**config.mk**
```make
export PLATFORM = sky130hd
export DESIGN_NAME = cpu_pio_led_pulse_flat
export DESIGN_NICKNAME = d
export VERILOG_FILES = /design/src/rtl/cpu_pio_led_pulse_pkg.sv /design/src/rtl/cpu_pio_led_pulse_if.sv /design/src/rtl/cpu_pio_led_pulse_timer.sv /design/src/rtl/cpu_pio_led_pulse.sv /design/src/flat_wrapper.sv
export SDC_FILE = /design/constraint.sdc
export NUM_CORES = 1
export LEC_CHECK = 0
export ABC_AREA = 1
export BUFFER_PORTS_ARGS = -buffer_cell sky130_fd_sc_hd__buf_2
export CELL_PAD_IN_SITES_DETAIL_PLACEMENT = 0
export CELL_PAD_IN_SITES_GLOBAL_PLACEMENT = 1
export CORE_ASPECT_RATIO = 2
export CORE_MARGIN = 2
export CORE_UTILIZATION = 37
export CTS_BUF_LIST = sky130_fd_sc_hd__clkbuf_4 sky130_fd_sc_hd__clkbuf_8
export DETAILED_ROUTE_END_ITERATION = 8
export HOLD_SLACK_MARGIN = 0.03
export PLACE_DENSITY_LB_ADDON = 0.1
export SLEW_MARGIN = 20
export SYNTH_ARGS = -nofsm -noshare
export SYNTH_HDL_FRONTEND = slang
export SYNTH_SLANG_ARGS = --single-unit
```
**constraint.sdc**
```tcl
create_clock -name clk -period 1.45 [get_ports clk]
set_input_delay 0 -clock clk [delete_from_list [all_inputs] [get_ports clk]]
set_output_delay 0 -clock clk [all_outputs]
set_load 0.05 [all_outputs]
```
**src/rtl/cpu_pio_led_pulse_pkg.sv**
```systemverilog
// -----------------------------------------------------------------------------
// cpu_pio_pkg
// Shared definitions for the LED/strobe output PIO with one-shot pulse engine:
// register word offsets, EVENT register bit positions and the pulse FSM state.
// -----------------------------------------------------------------------------
package cpu_pio_pkg;

  localparam int ADDR_W = 3;
  localparam int BUS_W  = 32;

  // Register word offsets
  localparam logic [ADDR_W-1:0] REG_DATA     = 3'd0;
  localparam logic [ADDR_W-1:0] REG_PLEN     = 3'd1;
  localparam logic [ADDR_W-1:0] REG_IRQ_MASK = 3'd2;
  localparam logic [ADDR_W-1:0] REG_EVENT    = 3'd3;
  localparam logic [ADDR_W-1:0] REG_OUTSET   = 3'd4;
  localparam logic [ADDR_W-1:0] REG_OUTCLR   = 3'd5;
  localparam logic [ADDR_W-1:0] REG_PULSE    = 3'd6;

  // EVENT register bit positions
  localparam int EVT_DONE    = 0;
  localparam int EVT_OVERRUN = 1;

  typedef enum logic {
    IDLE   = 1'b0,
    ACTIVE = 1'b1
  } pulse_state_t;

endpackage

```
**src/rtl/cpu_pio_led_pulse_if.sv**
```systemverilog
// -----------------------------------------------------------------------------
// cpu_pio_led_pulse_if
// Avalon-MM slave bus of the output PIO, plus its level interrupt.
//   address     word offset          chipselect  slave select
//   write_n     active-low write     writedata   write data (upper bits unused)
//   readdata    registered read data irq         level interrupt
// master: CPU / interconnect side.  slave: PIO side.
// -----------------------------------------------------------------------------
interface cpu_pio_led_pulse_if;
  import cpu_pio_pkg::*;

  logic [ADDR_W-1:0] address;
  logic              chipselect;
  logic              write_n;
  logic [BUS_W-1:0]  writedata;
  logic [BUS_W-1:0]  readdata;
  logic              irq;

  modport master (
    output address, chipselect, write_n, writedata,
    input  readdata, irq
  );

  modport slave (
    input  address, chipselect, write_n, writedata,
    output readdata, irq
  );

endinterface

```
**src/rtl/cpu_pio_led_pulse_timer.sv**
```systemverilog
// -----------------------------------------------------------------------------
// pio_pulse_timer
// One-shot pulse engine: on an accepted start it holds a bit mask for exactly
// i_len cycles, then reports completion.
//   clk, reset_n          clock, async active-low reset
//   i_start               PULSE register write this cycle
//   i_mask, i_len         requested bit mask and length in cycles
//   o_pulse_mask_nxt      pulse mask as it will be after this edge
//   o_busy                a pulse is running
//   o_done_pulse          pulse finishes at this edge (1-cycle strobe)
//   o_overrun_pulse       start arrived while busy and was dropped
// -----------------------------------------------------------------------------
module pio_pulse_timer
  import cpu_pio_pkg::*;
#(
  parameter int WIDTH = 8,
  parameter int LEN_W = 16
) (
  input  logic             clk,
  input  logic             reset_n,
  input  logic             i_start,
  input  logic [WIDTH-1:0] i_mask,
  input  logic [LEN_W-1:0] i_len,
  output logic [WIDTH-1:0] o_pulse_mask_nxt,
  output logic             o_busy,
  output logic             o_done_pulse,
  output logic             o_overrun_pulse
);

  pulse_state_t     r_state;
  logic [LEN_W-1:0] r_cnt;
  logic [WIDTH-1:0] r_mask;
  logic             w_launch;
  logic             w_finish;

  // A zero mask or zero length is a no-op command, not an event.
  assign w_launch = i_start && (r_state == IDLE) && (i_mask != '0) && (i_len != '0);
  // The counter stops at 1, so the maximum length never wraps.
  assign w_finish = (r_state == ACTIVE) && (r_cnt == LEN_W'(1));

  assign o_busy          = (r_state == ACTIVE);
  assign o_done_pulse    = w_finish;
  assign o_overrun_pulse = i_start && (r_state == ACTIVE);

  // The top registers its output pins from this next-state value so the
  // pins change on the same edge as the mask register.
  // NOTE: every always_comb output gets a default first, so no path can leave
  // it unassigned and infer a latch.
  always_comb begin
    o_pulse_mask_nxt = r_mask;
    if (w_launch)      o_pulse_mask_nxt = i_mask;
    else if (w_finish) o_pulse_mask_nxt = '0;
  end

  // NOTE: sequential state uses non-blocking assignments so every register
  // samples pre-edge values regardless of statement order.
  always_ff @(posedge clk or negedge reset_n) begin
    if (!reset_n) begin
      r_state <= IDLE;
      r_cnt   <= '0;
      r_mask  <= '0;
    end else begin
      r_mask <= o_pulse_mask_nxt;
      case (r_state)
        IDLE: begin
          if (w_launch) begin
            r_state <= ACTIVE;
            r_cnt   <= i_len;
          end
        end
        ACTIVE: begin
          r_cnt <= r_cnt - LEN_W'(1);
          if (w_finish) r_state <= IDLE;
        end
        default: r_state <= IDLE;
      endcase
    end
  end

endmodule

```
**src/rtl/cpu_pio_led_pulse.sv**
```systemverilog
// -----------------------------------------------------------------------------
// cpu_pio_led_pulse
// Memory-mapped output PIO with atomic set/clear and a one-shot pulse engine.
//   clk, reset_n   clock, async active-low reset
//   bus            Avalon-MM slave (address/chipselect/write_n/writedata in,
//                  readdata/irq out); 1-cycle registered read
//   out_port       registered output pins = data | pulse mask
// Map: 0 DATA, 1 PLEN, 2 IRQ_MASK, 3 EVENT {overrun,done} (write clears),
//      4 OUTSET, 5 OUTCLR, 6 PULSE (write starts, read busy), 7 unused.
// -----------------------------------------------------------------------------
module cpu_pio_led_pulse
  import cpu_pio_pkg::*;
#(
  parameter int               WIDTH       = 8,
  parameter logic [WIDTH-1:0] RESET_VALUE = '0,
  parameter int               LEN_W       = 16
) (
  input  logic                clk,
  input  logic                reset_n,
  cpu_pio_led_pulse_if.slave  bus,
  output logic [WIDTH-1:0]    out_port
);

  logic [WIDTH-1:0] r_data;
  logic [LEN_W-1:0] r_plen;
  logic             r_irq_mask;
  logic             r_done;
  logic             r_overrun;
  logic [BUS_W-1:0] r_readdata;
  logic             r_irq;
  logic [WIDTH-1:0] r_out_port;

  logic             w_wr;
  logic [WIDTH-1:0] w_wd;
  logic [WIDTH-1:0] w_data_nxt;
  logic             w_irq_mask_nxt;
  logic             w_done_nxt;
  logic             w_overrun_nxt;
  logic             w_evt_clr;
  logic             w_start;
  logic [WIDTH-1:0] w_pulse_mask_nxt;
  logic             w_busy;
  logic             w_done_pulse;
  logic             w_overrun_pulse;
  logic [BUS_W-1:0] w_rd_mux;
  logic             w_unused_wd;

  assign w_wr      = bus.chipselect & ~bus.write_n;
  assign w_wd      = bus.writedata[WIDTH-1:0];
  assign w_evt_clr = w_wr && (bus.address == REG_EVENT);
  assign w_start   = w_wr && (bus.address == REG_PULSE);
  // Write-data bits above the register widths are ignored.
  assign w_unused_wd = ^bus.writedata;

  pio_pulse_timer #(.WIDTH(WIDTH), .LEN_W(LEN_W)) u_timer (
    .clk              (clk),
    .reset_n          (reset_n),
    .i_start          (w_start),
    .i_mask           (w_wd),
    .i_len            (r_plen),
    .o_pulse_mask_nxt (w_pulse_mask_nxt),
    .o_busy           (w_busy),
    .o_done_pulse     (w_done_pulse),
    .o_overrun_pulse  (w_overrun_pulse)
  );

  always_comb begin
    w_data_nxt = r_data;
    if (w_wr) begin
      case (bus.address)
        REG_DATA:   w_data_nxt = w_wd;
        REG_OUTSET: w_data_nxt = r_data | w_wd;
        REG_OUTCLR: w_data_nxt = r_data & ~w_wd;
        default:    w_data_nxt = r_data;
      endcase
    end
  end

  assign w_irq_mask_nxt = (w_wr && (bus.address == REG_IRQ_MASK)) ? bus.writedata[0] : r_irq_mask;
  // Set beats clear: a completion coinciding with an EVENT write is kept.
  assign w_done_nxt     = w_done_pulse    | (r_done    & ~w_evt_clr);
  assign w_overrun_nxt  = w_overrun_pulse | (r_overrun & ~w_evt_clr);

  always_comb begin
    w_rd_mux = '0;
    case (bus.address)
      REG_DATA:     w_rd_mux[WIDTH-1:0] = r_data;
      REG_PLEN:     w_rd_mux[LEN_W-1:0] = r_plen;
      REG_IRQ_MASK: w_rd_mux[0]         = r_irq_mask;
      REG_EVENT: begin
        w_rd_mux[EVT_DONE]    = r_done;
        w_rd_mux[EVT_OVERRUN] = r_overrun;
      end
      REG_PULSE:    w_rd_mux[0]         = w_busy;
      default:      w_rd_mux            = '0;
    endcase
  end

  always_ff @(posedge clk or negedge reset_n) begin
    if (!reset_n) begin
      r_data     <= RESET_VALUE;
      r_plen     <= '0;
      r_irq_mask <= 1'b0;
      r_done     <= 1'b0;
      r_overrun  <= 1'b0;
      r_readdata <= '0;
      r_irq      <= 1'b0;
      r_out_port <= RESET_VALUE;
    end else begin
      r_data     <= w_data_nxt;
      if (w_wr && (bus.address == REG_PLEN)) r_plen <= bus.writedata[LEN_W-1:0];
      r_irq_mask <= w_irq_mask_nxt;
      r_done     <= w_done_nxt;
      r_overrun  <= w_overrun_nxt;
      // Loaded every cycle regardless of chipselect.
      r_readdata <= w_rd_mux;
      r_irq      <= w_done_nxt & w_irq_mask_nxt;
      r_out_port <= w_data_nxt | w_pulse_mask_nxt;
    end
  end

  assign bus.readdata = r_readdata;
  assign bus.irq      = r_irq;
  assign out_port     = r_out_port;

endmodule

```
**src/flat_wrapper.sv**
```systemverilog
// flat-port wrapper written by rule: the top's interface ports become plain ports
module cpu_pio_led_pulse_flat import cpu_pio_pkg::*;
#(
  parameter int               WIDTH       = 8,
  parameter logic [WIDTH-1:0] RESET_VALUE = '0,
  parameter int               LEN_W       = 16
)
  (clk, reset_n, out_port, bus_address, bus_chipselect, bus_write_n, bus_writedata, bus_readdata, bus_irq);
  cpu_pio_led_pulse_if bus_i ();
  input  logic clk;
  input  logic reset_n;
  output logic [WIDTH-1:0] out_port;
  input wire logic [$bits(bus_i.address)-1:0] bus_address;
  input wire logic [$bits(bus_i.chipselect)-1:0] bus_chipselect;
  input wire logic [$bits(bus_i.write_n)-1:0] bus_write_n;
  input wire logic [$bits(bus_i.writedata)-1:0] bus_writedata;
  output wire logic [$bits(bus_i.readdata)-1:0] bus_readdata;
  output wire logic [$bits(bus_i.irq)-1:0] bus_irq;
  assign bus_i.address = bus_address;
  assign bus_i.chipselect = bus_chipselect;
  assign bus_i.write_n = bus_write_n;
  assign bus_i.writedata = bus_writedata;
  assign bus_readdata = bus_i.readdata;
  assign bus_irq = bus_i.irq;
  cpu_pio_led_pulse #(.WIDTH(WIDTH), .RESET_VALUE(RESET_VALUE), .LEN_W(LEN_W)) u_core (.clk(clk), .reset_n(reset_n), .bus(bus_i), .out_port(out_port));
endmodule
```
==> run_results.csv <==
group,metric,value,unit
sta,drv_slew,0,
power_and_ir_drop,p_int,3.91,mW
routing,via_per_inst,4.74,
logic_synthesis,yosys.area.top_type,"dfrtp_1",
routing,vias,3521,
worst_setup_path,startpoint,"u_core.u_timer.r_cnt[4]$_DFFE_PN0P_",
floorplan,core-area,0.0100,mm2
clocking,path_clk_slew,0.09,ns
clocking,cts_max_path_buffers,2,
routing,postRouteAntennaNets,0,
sta,hold_violations,0,
worst_hold_path,worstHoldStart,"bus_address[2]",
power_and_ir_drop,pwr-share-seq,43.5,%
sta,rsz0062_at_grt,"true",
layout,seqCellArea,0.00193,mm2
floorplan,initial_core_util,37.8,%
logic_synthesis,yosys_warnings,0,
logic_synthesis,netlist_area,0.00379,mm2
layout,drive_gt1_share,29.9,%
logic_synthesis,ys_top_cells_by_area,"dfrtp_1 51%, nand3_1 11%, nand2_1 8.8%, nor2_1 6.5%, inv_1 5.4%",
placement,routabilityCongestion,0.825,
logic_synthesis,yosysSeqAreaShare,50.9,%
power_and_ir_drop,power.leakage,2.66,nW
worst_setup_path,reg2reg_depth,7,
sta,finalWorstSetupSlack,0.0457,ns
worst_hold_path,min_to,"u_core.bus.readdata[6]$_DFF_PN0_",
power_and_ir_drop,p_sw_share,31.4,%
logic_synthesis,ys_dominant_reg_cell,"dfrtp_1",
floorplan,die_h,147,um
sta,clock.fmax,712,MHz
global_route,grt_remaining_overflow,0,
logic_synthesis,ys_types,25,
power_and_ir_drop,combPwrFrac,21.2,%
routing,drtIter0Drc,161,
sta,finalSetupViolations,0,
power_and_ir_drop,pwr-share-clk,35.2,%
logic_synthesis,postSynthCellCount,473,
floorplan,rows,52,
global_route,grt_usage,21.2,%
layout,multi_input_area,0.00165,mm2
clocking,clkSinkCount,77,
logic_synthesis,ys_ff_latch,77,
clocking,cts_tree,"yes",
logic_synthesis,synth.most_common_cell,"nand2_1",
global_route,grt_pass1_wl,17400,um
layout,syn_to_final_growth,38.1,%
sta,period_needed,1.40,ns
placement,pre_cts_ws,-0.150,ns
logic_synthesis,ys_top_cells_by_count,"89 x nand2_1, 84 x nand3_1, 77 x dfrtp_1",
clocking,h-tree-depth,3,
global_route,grt_max_degree,78,
worst_setup_path,critical_path.endpoint_type,"flip-flop",
routing,drt_wl_total,10900,um
clocking,clkLatencyLatePin,0.36,ns
logic_synthesis,synth_edf_count,0,
routing,drc_errors,0,
worst_setup_path,cp.required,1.68,ns
worst_setup_path,critPathKind,"reg2reg",
floorplan,dieArea,0.0111,mm2
worst_setup_path,crit_path_start_kind,"flip-flop",
power_and_ir_drop,ir_drop,0.821,mV
routing,detail_route.wl_per_cell,14.7,um
global_route,antenna_found_initial,0,
worst_setup_path,r2r-start,"u_core.u_timer.r_cnt[4]$_DFFE_PN0P_",
logic_synthesis,synth_area_per_cell,8.00,um2
layout,final_nets,644,
worst_setup_path,reg2reg_slack,0.05,ns
placement,io_buffer_count,47,
layout,diodes,0,
routing,dr.pass1.iters,4,
sta,skew,0.0155,ns
clocking,cts-root-buf,"clkbuf_8",
sta,holdWs,0.0156,ns
worst_hold_path,min_path_type,"in2reg",
worst_setup_path,cp_data_arrival_time,1.63,ns
layout,fillers,1019,
worst_setup_path,r2r_end,"u_core.out_port[5]$_DFF_PN0_",
floorplan,io_pins,80,
floorplan,fp.dieW,75.5,um
global_route,grt_pass1_vias,3526,
clocking,cts_buffers,9,
sta,fin_crit_sh,96.9,%
logic_synthesis,synth_top_area_share,50.9,%
outcome,outcome,"finished clean",
flow_run,cap_viol_max_count,0,
power_and_ir_drop,power_density,1090,mW/mm2
logic_synthesis,async_flop_share,100,%
power_and_ir_drop,p_switching,1.79,mW
worst_hold_path,worstHoldPathCells,4,
placement,dp_hpwl,8220,um
worst_setup_path,critPathMaxFanout,10,
## power groups by stage
| stage | registers, mW | logic, mW | clock network (mW) |
|---|---|---|---|
| after global routing | 2.51 | 1.32 | 2.12 |
| after detailed placement | 2.52 | 1.15 | 0 |
| final | 2.48 | 1.21 | 2.01 |
| after floorplan | 2.85 | 0.431 | 0 |
| after CTS | 2.48 | 1.19 | 2.05 |
| after global placement | 2.52 | 1.14 | 0 |
## worst max-delay path by stage
stage | end | depth (start not counted)
finish | u_core.out_port[5]$_DFF_PN0_ | 7
global route | u_core.u_timer.r_mask[3]$_DFF_PN0_ | 8
CTS | u_core.out_port[0]$_DFF_PN0_ | 8
detailed placement | u_core.u_timer.r_cnt[12]$_DFFE_PN0P_ | 7
global placement | u_core.u_timer.r_cnt[12]$_DFFE_PN0P_ | 7
floorplan | u_core.out_port[0]$_DFF_PN0_ | 6
## state kept, by name (all words and copies together), names as in the netlist
name,count
u_core.r_done,1
u_core.out_port,8
u_core.r_plen,16
u_core.u_timer.r_mask,8
u_core.u_timer.r_cnt,16
u_core.r_data,8
u_core.u_timer.o_busy,1
u_core.r_irq_mask,1
u_core.bus.readdata,16
u_core.r_overrun,1
u_core.bus.irq,1
## placed cells by master (no fill, tap or decap), drive strengths merged
master	synthesis	final
nor3	2	2
dfrtp	77	77
o22ai	3	3
ha	2	2
dlygate4sd3	0	18
nand3	91	91
bufinv	0	3
a21oi	20	20
buf	28	116
conb	1	16
inv	55	56
o211ai	2	2
nand2	91	91
o21ai	26	26
clkinv	0	3
nor2	69	69
or2	4	4
clkbuf	2	9
## timing repair
action / in CTS / in global routing
gates resized for setup: 14 / 35
cloned: 0 / 0
hold endpoints to repair: 114 / 0
hold buffers: 18 / 0
setup buffers: 1 / 6
pin swaps: 1 / 12
setup endpoints to repair: 34 / 34
## area by class of cell
class / instances / share of cell area, %
multi-input cells: 326 / 31.6
flip-flops and latches: 77 / 36.9
clock buffers: 9 / 2.37
repair buffers: 134 / 19.7
clock inverters: 7 / 2.32
inverters: 55 / 3.95
well taps: 135 / 3.23
## cell families after synthesis
logic type                 share of synthesized area, %
AOI/OAI and AO/OA                                  6.97
adders and majority gates                         0.661
buffers and inverters                              11.0
DFF                                                50.9
other                                            0.0990
and+or+nand+nor                                    30.3
## worst max-delay path, cell delays in order (launching register included)
cell and delay, ns:
dfrtp_1 0.41, nor2_4 0.16, nand2_1 0.11, nor2_2 0.16, nand3_2 0.11, buf_12 0.17
nand3_2 0.08, nand3_1 0.07
## per-layer routing
metal  global-route usage (%)  share of wire, %  up-vias
li1                         -                 -     1744
met1                     22.2                35     1677
met2                     39.0                59       74
met3                     3.16               2.4       26
met4                     9.74               4.1        0
met5                        0                 0        -
## stage by stage
step           power, mW  util [%]  instance area, um2  std cells  setup TNS [ns]
2_1_floorplan       3.28         -                3840        488               0
3_3_place_gp        3.66      45.7                4580        702           -1.92
3_5_place_dp        3.67      45.7                4580        702           -3.36
4_1_cts             5.72      50.4                5050        737               0
5_1_grt             5.95      52.2                5230        743          -0.261
6_report            5.70      52.2                5230        743               0
No activity file was read; power rests on OpenSTA's default activity.
